$ cat src/rtl/uart_rx.sv
// ---------------------------------------------------------------------------
// uart_rx -- 16x-oversampling UART receiver.
//
// Receive-side partner of the UART transmitter. It watches the asynchronous
// serial line, finds each start bit and samples the middle of every data bit
// using the shared baud tick. The completed character is presented on dout
// together with a one-clock rx_done_tick strobe, which is the write request
// into the RX FIFO.
//
// Frame: 1 start bit, DBIT data bits LSB first, no parity, SB_TICK ticks of
// stop period (16 = 1 stop bit, 24 = 1.5, 32 = 2).
//
// Ports:
//   clk          system clock, all state changes on the rising edge
//   reset        asynchronous, active-high reset
//   s_tick       oversampling enable, one clk wide, 16 per bit period
//   rx           serial line, asynchronous to clk, idles high
//   dout         last received character, held until the next frame ends
//   rx_done_tick one-clk pulse: dout and frame_err are newly valid
//   frame_err    the stop sample of the last frame was 0
//   busy         high while the receiver is not idle
// ---------------------------------------------------------------------------
module uart_rx #(
    parameter int DBIT    = 8,   // data bits per frame, 5..8
    parameter int SB_TICK = 16,  // ticks spent in the stop state, 16..32
    parameter int MIDBIT  = 8    // ticks from the start edge to mid start bit
) (
    input  logic            clk,
    input  logic            reset,
    input  logic            s_tick,
    input  logic            rx,
    output logic [DBIT-1:0] dout,
    output logic            rx_done_tick,
    output logic            frame_err,
    output logic            busy
);

    typedef enum logic [1:0] {
        IDLE  = 2'd0,
        START = 2'd1,
        DATA  = 2'd2,
        STOP  = 2'd3
    } state_t;

    // Terminal counts, sized to the counters they are compared against.
    // A 5-bit tick counter reaches 31, enough for the longest stop period.
    localparam logic [4:0] MID_LAST  = 5'(MIDBIT - 1);
    localparam logic [4:0] BIT_TICKS = 5'd15;
    localparam logic [4:0] SB_LAST   = 5'(SB_TICK - 1);
    localparam logic [2:0] BIT_LAST  = 3'(DBIT - 1);

    state_t          state, state_next;
    logic [4:0]      tick_cnt, tick_next;
    logic [2:0]      bit_cnt, bit_next;
    logic [DBIT-1:0] sreg, sreg_next;
    logic [DBIT-1:0] dout_next;
    logic            done_next;
    logic            ferr_next;

    // -----------------------------------------------------------------------
    // Input synchronizer. It runs on every clk, not only on ticks, so the
    // line is settled long before the FSM looks at it. Both flops reset to
    // the idle level so leaving reset never looks like a start edge.
    // -----------------------------------------------------------------------
    logic rx_m;
    logic rx_s;

    always_ff @(posedge clk or posedge reset) begin
        if (reset) begin
            rx_m <= 1'b1;
            rx_s <= 1'b1;
        end else begin
            rx_m <= rx;
            rx_s <= rx_m;
        end
    end

    // -----------------------------------------------------------------------
    // State and datapath registers.
    // -----------------------------------------------------------------------
    always_ff @(posedge clk or posedge reset) begin
        if (reset) begin
            state        <= IDLE;
            tick_cnt     <= 5'd0;
            bit_cnt      <= 3'd0;
            sreg         <= '0;
            dout         <= '0;
            rx_done_tick <= 1'b0;
            frame_err    <= 1'b0;
        end else begin
            state        <= state_next;
            tick_cnt     <= tick_next;
            bit_cnt      <= bit_next;
            sreg         <= sreg_next;
            dout         <= dout_next;
            rx_done_tick <= done_next;
            frame_err    <= ferr_next;
        end
    end

    // -----------------------------------------------------------------------
    // Next-state logic. Everything holds unless s_tick is high. The done
    // strobe defaults low every clk, so it stays a single clk wide even if
    // s_tick is tied high.
    // -----------------------------------------------------------------------
    always_comb begin
        state_next = state;
        tick_next  = tick_cnt;
        bit_next   = bit_cnt;
        sreg_next  = sreg;
        dout_next  = dout;
        ferr_next  = frame_err;
        done_next  = 1'b0;

        if (s_tick) begin
            case (state)
                IDLE: begin
                    if (!rx_s) begin
                        state_next = START;
                        tick_next  = 5'd0;
                    end
                end

                START: begin
                    // Re-check the line at mid start bit. A line that is
                    // high again was a glitch, so drop back to idle quietly.
                    if (tick_cnt == MID_LAST) begin
                        if (!rx_s) begin
                            state_next = DATA;
                            tick_next  = 5'd0;
                            bit_next   = 3'd0;
                        end else begin
                            state_next = IDLE;
                        end
                    end else begin
                        tick_next = tick_cnt + 5'd1;
                    end
                end

                DATA: begin
                    // One full bit period after mid start lands mid data
                    // bit. Shifting in at the MSB leaves the first bit
                    // received in sreg[0] once all DBIT bits are in.
                    if (tick_cnt == BIT_TICKS) begin
                        sreg_next = {rx_s, sreg[DBIT-1:1]};
                        tick_next = 5'd0;
                        if (bit_cnt == BIT_LAST) begin
                            state_next = STOP;
                        end else begin
                            bit_next = bit_cnt + 3'd1;
                        end
                    end else begin
                        tick_next = tick_cnt + 5'd1;
                    end
                end

                STOP: begin
                    // A low stop sample is flagged, but the character is
                    // still delivered and strobed.
                    if (tick_cnt == SB_LAST) begin
                        dout_next  = sreg;
                        ferr_next  = ~rx_s;
                        done_next  = 1'b1;
                        state_next = IDLE;
                    end else begin
                        tick_next = tick_cnt + 5'd1;
                    end
                end

                default: begin
                    state_next = IDLE;
                end
            endcase
        end
    end

    assign busy = (state != IDLE);

endmodule

$ cat config.mk
export PLATFORM = sky130hd
export DESIGN_NAME = uart_rx
export DESIGN_NICKNAME = d
export VERILOG_FILES = /design/src/rtl/uart_rx.sv
export SDC_FILE = /design/constraint.sdc
export NUM_CORES = 1
export LEC_CHECK = 0
export BUFFER_PORTS_ARGS = -buffer_cell sky130_fd_sc_hd__buf_2
export CORE_ASPECT_RATIO = 1.4
export CORE_MARGIN = 4
export CORE_UTILIZATION = 30
export DETAILED_ROUTE_END_ITERATION = 10
export GPL_ROUTABILITY_DRIVEN = 1
export HOLD_SLACK_MARGIN = 0.03
export RECOVER_POWER = 100
export SLEW_MARGIN = 30
export SYNTH_ARGS = -nofsm -noshare
export SYNTH_HDL_FRONTEND = slang
export SYNTH_SLANG_ARGS = --single-unit
$ cat constraint.sdc
create_clock -name clk -period 3.47 [get_ports clk]
set_clock_uncertainty 0.1 [all_clocks]
set_input_delay 0.5205 -clock clk [delete_from_list [all_inputs] [get_ports clk]]
set_output_delay 0.5205 -clock clk [all_outputs]
set_load 0.05 [all_outputs]
==> results of run 1 <==
[logic make-up (layout without fill, tap and decap cells)]
group	Yosys count	in the layout
xor+xnor	1	1
simple gates	26	26
flops	30	30
buf+inv	9	27
mux	18	18
compound gates	23	23
fa+ha+maj	4	4
[state kept, by name (all words and copies together), names as in the netlist, named ones only]
| register | cells |
|---|---|
| dout | 8 |
| rx_s | 1 |
| state | 1 |
| bit_cnt | 3 |
| tick_cnt | 5 |
| frame_err | 1 |
| rx_m | 1 |
| sreg | 8 |
| rx_done_tick | 1 |
[synth_stat cells (all sizes together), types with 2 or more instances]
| cell type | instances | area, sq um |
|---|---|---|
| and3 | 2 | 13.8 |
| nor3 | 3 | 26.3 |
| buf | 4 | 32.5 |
| a31oi | 2 | 12.5 |
| dfstp | 2 | 52.6 |
| o211ai | 2 | 15.0 |
| nand2 | 6 | 25.0 |
| nor2 | 4 | 15.0 |
| mux2 | 18 | 206 |
| nand3 | 3 | 15.0 |
| ha | 4 | 50.1 |
| a22o | 4 | 35.0 |
| dfrtp | 28 | 701 |
| o21ai | 7 | 35.0 |
| inv | 5 | 18.8 |
| a21oi | 4 | 20.0 |
[final timing paths]
path	to	slack (ns)	startpoint
min in group asynchronous	dout[1]$_DFFE_PP0P_	0.41	reset
setup reg to reg	sreg[1]$_DFFE_PP0P_	1.08	tick_cnt[0]$_DFFE_PP0P_
hold reg to reg	rx_s$_DFF_PP1_	0.26	rx_m$_DFF_PP1_
setup / recovery	sreg[1]$_DFFE_PP0P_	1.08	tick_cnt[0]$_DFFE_PP0P_
hold / removal	rx_m$_DFF_PP1_	0.24	rx
max in group asynchronous	tick_cnt[1]$_DFFE_PP0P_	2.20	reset
[cells in the final DEF, fill, tap and decap left out, types with 2 or more instances in the layout]
cell,netlist,routed
nand2_1,5,5
a31oi_1,2,2
nor3_1,2,3
inv_1,5,5
a21oi_1,4,4
buf_2,2,3
clkbuf_8,0,5
ha_1,4,4
clkbuf_1,0,13
dfstp_2,2,2
o211ai_1,2,2
a22o_1,4,4
mux2_2,17,17
nand3_1,3,3
dfrtp_1,28,28
o21ai_0,7,7
nor2_1,4,4
[metrics by stage]
stage	instance area [sq um]	util, %	instances	hold WS [ns]	total power [mW]
floorplan	1390	-	111	0.245	0.661
global placement	1500	33.4	183	0.251	0.694
CTS	1610	35.8	191	0.233	1.04
finish	1570	35.0	191	0.243	1.02
detailed placement	1500	33.4	183	0.255	0.703
global route	1570	35.0	191	0.233	1.08
[where the power goes]
| part | internal [mW] | switching (mW) |
|---|---|---|
| combinational | 0.0959 | 0.117 |
| sequential | 0.393 | 0.0802 |
| clock | 0.214 | 0.123 |
[worst reg2reg max path, stage by stage, from the launching register on]
cell     delay [ns]
dfrtp_1        0.37
ha_1           0.27
and3b_1        0.26
nand2_2        0.07
nor3_1         0.78
mux2_2         0.42
[area by class of cell]
class	instances	area, sq um	area share [%]
Multi-Input combinational cell	72	562	35.7
Clock inverter	1	30.0	1.91
Clock buffer	7	76.3	4.85
Inverter	5	18.8	1.19
Timing Repair Buffer	14	56.3	3.58
Sequential cell	30	753	47.9
Tap cell	62	77.6	4.93
[metal layers]
metal	global-route usage [%]	up-vias	routed length [um]
met5	0	-	0
met4	4.72	0	47
met1	10.5	455	988
met3	2.67	5	94
met2	15.6	14	1260
li1	-	434	-
==> reports/summary.txt, run 1 <==
Final Setup Violations -> 0
count of final hold-check violations -> 0
I/O pin total -> 15
CTS clk-pin slew, worst paths -> 0.06 ns
Sink Count -> 30
status -> finished clean
Synth Warn # -> 0
Syn Area/Cell -> 12.5 sq um
critical path arrival -> 2.45 ns
FF-to-FF path depth -> 5
Seq/Total Area, Yosys -> 54.2%
post-CTS sizing -> 0
#FFs+latches synth -> 30
HP Class -> input port to flip-flop
number of global-route vias before repair -> 880
VDD IR max -> 0.397 mV
vias -> 908
CORE AREA -> 4500 sq um
initial antenna violation count -> 0
Slew Viols, Final -> 0
Pwr Density -> 650 nW/um^2
hold_buf cts -> 0
first-pass GRT wire length -> 4.06 mm
Die Span Y -> 88.5 um
htree depth -> 2
main combinational cell family by area after synthesis -> multiplexers
Initial DRC Count -> 7
total grt overflow -> 0
final-layout fill cell count -> 467
crit path max-delay cell type -> nor3_1
drt wl/cell -> 12.5 um
CP max stage delay -> 0.78 ns
Setup CP Type -> flip-flop to flip-flop
n_diodes -> 0
post-synthesis instance total -> 111
post-synthesis mux area share -> 14.9%
Synth Area in Adders -> 3.60%
share of cells above drive strength 1 -> 24.8%
Simple-Gate Fraction of Synth Area -> 12.3%
RSZ-0062 raised after global routing -> no
Max Cap Viol -> 0
Setup crit end kind -> flip-flop
Async SR Flop Fraction -> 100%
Compound-Gate Fraction of Synth Area -> 10.7%
Die W -> 65.5 um
Hold Crit Depth -> 1
Setup WS pre-CTS -> 1.52 ns
total global-route track usage -> 9.19%
post-layout worst setup margin -> 1.08 ns
Crit. path cell count -> 5
TritonCTS clock tree -> yes
Initial Utilization -> 30.9%
clock buffer count from CTS -> 5
Final min period -> 2.39 ns
actual slew at the worst max-slew pin -> 1.09 ns
port bufs -> 14
Mapped Area -> 1390 sq um
Max Clock Freq -> 419 MHz
largest net degree at the start of global routing -> 31
Layout area overhead -> 13.3%
nets@finish -> 136
postcts setup bufs -> 0
# rows -> 29
XOR/XNOR share of the synthesized area -> 0.631%
post-route ant nets -> 0
Root Driver -> clkbuf_8
clk buf depth -> 2
Final TNS setup -> 0 ns
Pre-Repair DR Iteration Count -> 4
post-DR vias/cell -> 4.75
WP buf/inv -> 0
CP top delay family -> simple AND/OR/NAND/NOR gates
CP Max Fanout -> 8
max_slew headroom -> 27.2%
DP HPWL -> 1.75 mm
Worst-Skew Late Latency -> 0.27 ns
Post-Synthesis Net Count -> 119
worst-path cell chain -> ha_1 > and3b_1 > nand2_2 > nor3_1 > mux2_2
Placer Congestion -> 0.776
P_leak -> 0.739 nW
Critical Path RT -> 3.53 ns
Main synth FF type -> dfrtp_1
final WL -> 2.40 mm
die area -> 5800 sq um
final clock period utilization by the worst path -> 68.9%
DRC violations left -> 0
Cell variety after synth -> 34
Critical Path Source Type -> flip-flop
number of synthesized flops with an enable pin -> 0
Note: power is estimated with default switching activity, not from simulation.
==> run 2: changes to the inputs <==
==> constraint.sdc (replaced) <==
create_clock -name clk -period 2.4 [get_ports clk]
set_clock_uncertainty 0.1 [all_clocks]
set_input_delay 0.36 -clock clk [delete_from_list [all_inputs] [get_ports clk]]
set_output_delay 0.36 -clock clk [all_outputs]
set_load 0.05 [all_outputs]
==> reports/summary.txt, run 2 (synthesis gave the netlist of run 1 again) <==
status -> finished clean (unchanged)
Initial Utilization -> 30.9% (unchanged)
Hold Crit Depth -> 1 (unchanged)
RSZ-0062 raised after global routing -> no (unchanged)
Pre-Repair DR Iteration Count -> 4 (unchanged)
Max Clock Freq -> 517 MHz (was 419 MHz)
Slew Viols, Final -> 0 (unchanged)
commonest non-fill, non-tap cell in the layout -> dfrtp_1 (unchanged)
placed cell count -> 184 (was 183)
share of cells above drive strength 1 -> 27.5% (was 24.8%)
total grt overflow -> 0 (unchanged)
I/O pin total -> 15 (unchanged)
Cell Area, Placed -> 1510 sq um (was 1500 sq um)
n_diodes -> 0 (unchanged)
Final Instance Area -> 1590 sq um (was 1570 sq um)
hold path startpoint -> rx (unchanged)
Post-Layout Cell Count -> 193 (was 191)
CTS clk-pin slew, worst paths -> 0.06 ns (about the same)
Pwr Density -> 885 nW/um^2 (was 650 nW/um^2)
CP Max Fanout -> 8 (unchanged)
vias -> 912 (was 908)
RR Endpoint -> sreg[4]$_DFFE_PP0P_ (was sreg[1]$_DFFE_PP0P_)
worst flop-to-flop path startpoint -> tick_cnt[0]$_DFFE_PP0P_ (unchanged)
initial antenna violation count -> 0 (unchanged)
post-DR vias/cell -> 4.73 (was 4.75)
Layout area overhead -> 14.7% (was 13.3%)
post-CTS sizing -> 0 (unchanged)
largest registers -> dout: 8 flops, sreg: 8 flops, tick_cnt: 5 flops (unchanged)
Setup crit end kind -> flip-flop (unchanged)
htree depth -> 2 (unchanged)
post-route ant nets -> 0 (unchanged)
# rows -> 29 (unchanged)
FF-to-FF path depth -> 5 (unchanged)
final clock period utilization by the worst path -> 80.6% (was 68.9%)
Final Util -> 35.4% (was 35.0%)
Initial DRC Count -> 6 (was 7)
clock network power share -> 28.6% (was 33.0%)
Design Power -> 1.41 mW (was 1.02 mW)
critical path arrival -> 1.99 ns (was 2.45 ns)
HP Class -> input port to flip-flop (unchanged)
Final TNS setup -> 0 ns (unchanged)
first-pass GRT wire length -> 4.23 mm (was 4.06 mm)
clock buffer count from CTS -> 5 (unchanged)
Final Setup Violations -> 0 (unchanged)
DP HPWL -> 1.85 mm (was 1.75 mm)
actual slew at the worst max-slew pin -> 0.604 ns (was 1.09 ns)
final WL -> 2.32 mm (was 2.40 mm)
Critical Path Source Type -> flip-flop (unchanged)
total global-route track usage -> 9.49% (was 9.19%)
VDD IR max -> 0.605 mV (was 0.397 mV)
Critical Path RT -> 2.46 ns (was 3.53 ns)
postcts setup bufs -> 0 (unchanged)
clk buf depth -> 2 (unchanged)
Max Cap Viol -> 0 (unchanged)
count of final hold-check violations -> 0 (unchanged)
P_int -> 0.941 mW (was 0.703 mW)
sequential share of power -> 49.1% (was 46.2%)
Die W -> 65.5 um (unchanged)
number of global-route vias before repair -> 974 (was 880)
port bufs -> 14 (unchanged)
Sink Count -> 30 (unchanged)
CORE AREA -> 4500 sq um (unchanged)
P_leak -> 0.763 nW (was 0.739 nW)
DRC violations left -> 0 (unchanged)
drt wl/cell -> 12.0 um (was 12.5 um)
max_slew headroom -> 59.9% (was 27.2%)
Combinational Power Share -> 22.3% (was 20.8%)
slack of the worst reg-to-reg path -> 0.47 ns (was 1.08 ns)
Worst-Skew Late Latency -> 0.28 ns (was 0.27 ns)
Die Span Y -> 88.5 um (unchanged)
die area -> 5800 sq um (unchanged)
Final min period -> 1.93 ns (was 2.39 ns)
nets@finish -> 138 (was 136)
Psw -> 0.469 mW (was 0.321 mW)
Setup CP Type -> flip-flop to flip-flop (unchanged)
most frequent cells in the layout -> dfrtp_1, mux2_2, clkbuf_1 (unchanged)
largest net degree at the start of global routing -> 19 (was 31)
end of the worst hold path -> rx_m$_DFF_PP1_ (unchanged)
Root Driver -> clkbuf_8 (unchanged)
Placer Congestion -> 0.744 (was 0.776)
TritonCTS clock tree -> yes (unchanged)
Sw Share -> 33.3% (was 31.3%)
-- run 2: worst max-delay path, cell delays in order (launching register included) --
cell     delay [ns]
dfrtp_1        0.37
ha_1           0.27
and3b_1        0.24
nand2_1        0.12
nor3_4         0.33
mux2_2         0.39
-- run 2: layout make-up --
| class | instances | area (sq um) |
|---|---|---|
| Tap cell | 62 | 77.6 |
| Sequential cell | 30 | 753 |
| Multi-Input combinational cell | 72 | 577 |
| Fill cell | 482 | 2910 |
| Clock buffer | 7 | 86.3 |
| Clock inverter | 1 | 5.00 |
| Inverter | 5 | 18.8 |
| Timing Repair Buffer | 16 | 75.1 |
-- run 2: stage by stage --
| step | worst slack, ns | hold slack, ns |
|---|---|---|
| finish | 0.467 | 0.0794 |
| CTS | 0.488 | 0.0720 |
| global placement | 0.531 | 0.251 |
| detailed placement | 0.496 | 0.251 |
| floorplan | 0.673 | 0.245 |
| global route | 0.297 | 0.0720 |
-- run 2: what timing repair did --
| action | in CTS | in global routing |
|---|---|---|
| hold buffers | 1 | 0 |
| endpoints found under the setup margin | 0 | 0 |
| hold endpoints to repair | 12 | 0 |
-- run 2: worst max-delay path by stage --
stage                       startpoint                   to  slack, ns
6_report       tick_cnt[0]$_DFFE_PP0P_  sreg[4]$_DFFE_PP0P_       0.47
2_1_floorplan  tick_cnt[0]$_DFFE_PP0P_  sreg[0]$_DFFE_PP0P_       0.67
4_1_cts        tick_cnt[0]$_DFFE_PP0P_  sreg[4]$_DFFE_PP0P_       0.49
5_1_grt        tick_cnt[0]$_DFFE_PP0P_  sreg[7]$_DFFE_PP0P_       0.30
3_3_place_gp   tick_cnt[0]$_DFFE_PP0P_  sreg[7]$_DFFE_PP0P_       0.53
3_5_place_dp   tick_cnt[0]$_DFFE_PP0P_  dout[6]$_DFFE_PP0P_       0.50
-- run 2: power by group through the flow --
stage	combinational, mW	sequential (mW)	clock, mW
finish	0.315	0.693	0.403
detailed placement	0.320	0.698	0
global route	0.352	0.706	0.444
global placement	0.307	0.692	0
floorplan	0.313	0.643	0
CTS	0.323	0.689	0.420
-- run 2: metal layers --
| metal | vias up | track usage, % | wire, um |
|---|---|---|---|
| met3 | 5 | 2.67 | 92 |
| met4 | 0 | 5.09 | 42 |
| met1 | 450 | 10.1 | 932 |
| met5 | - | 0 | 0 |
| li1 | 438 | - | - |
| met2 | 19 | 16.9 | 1260 |
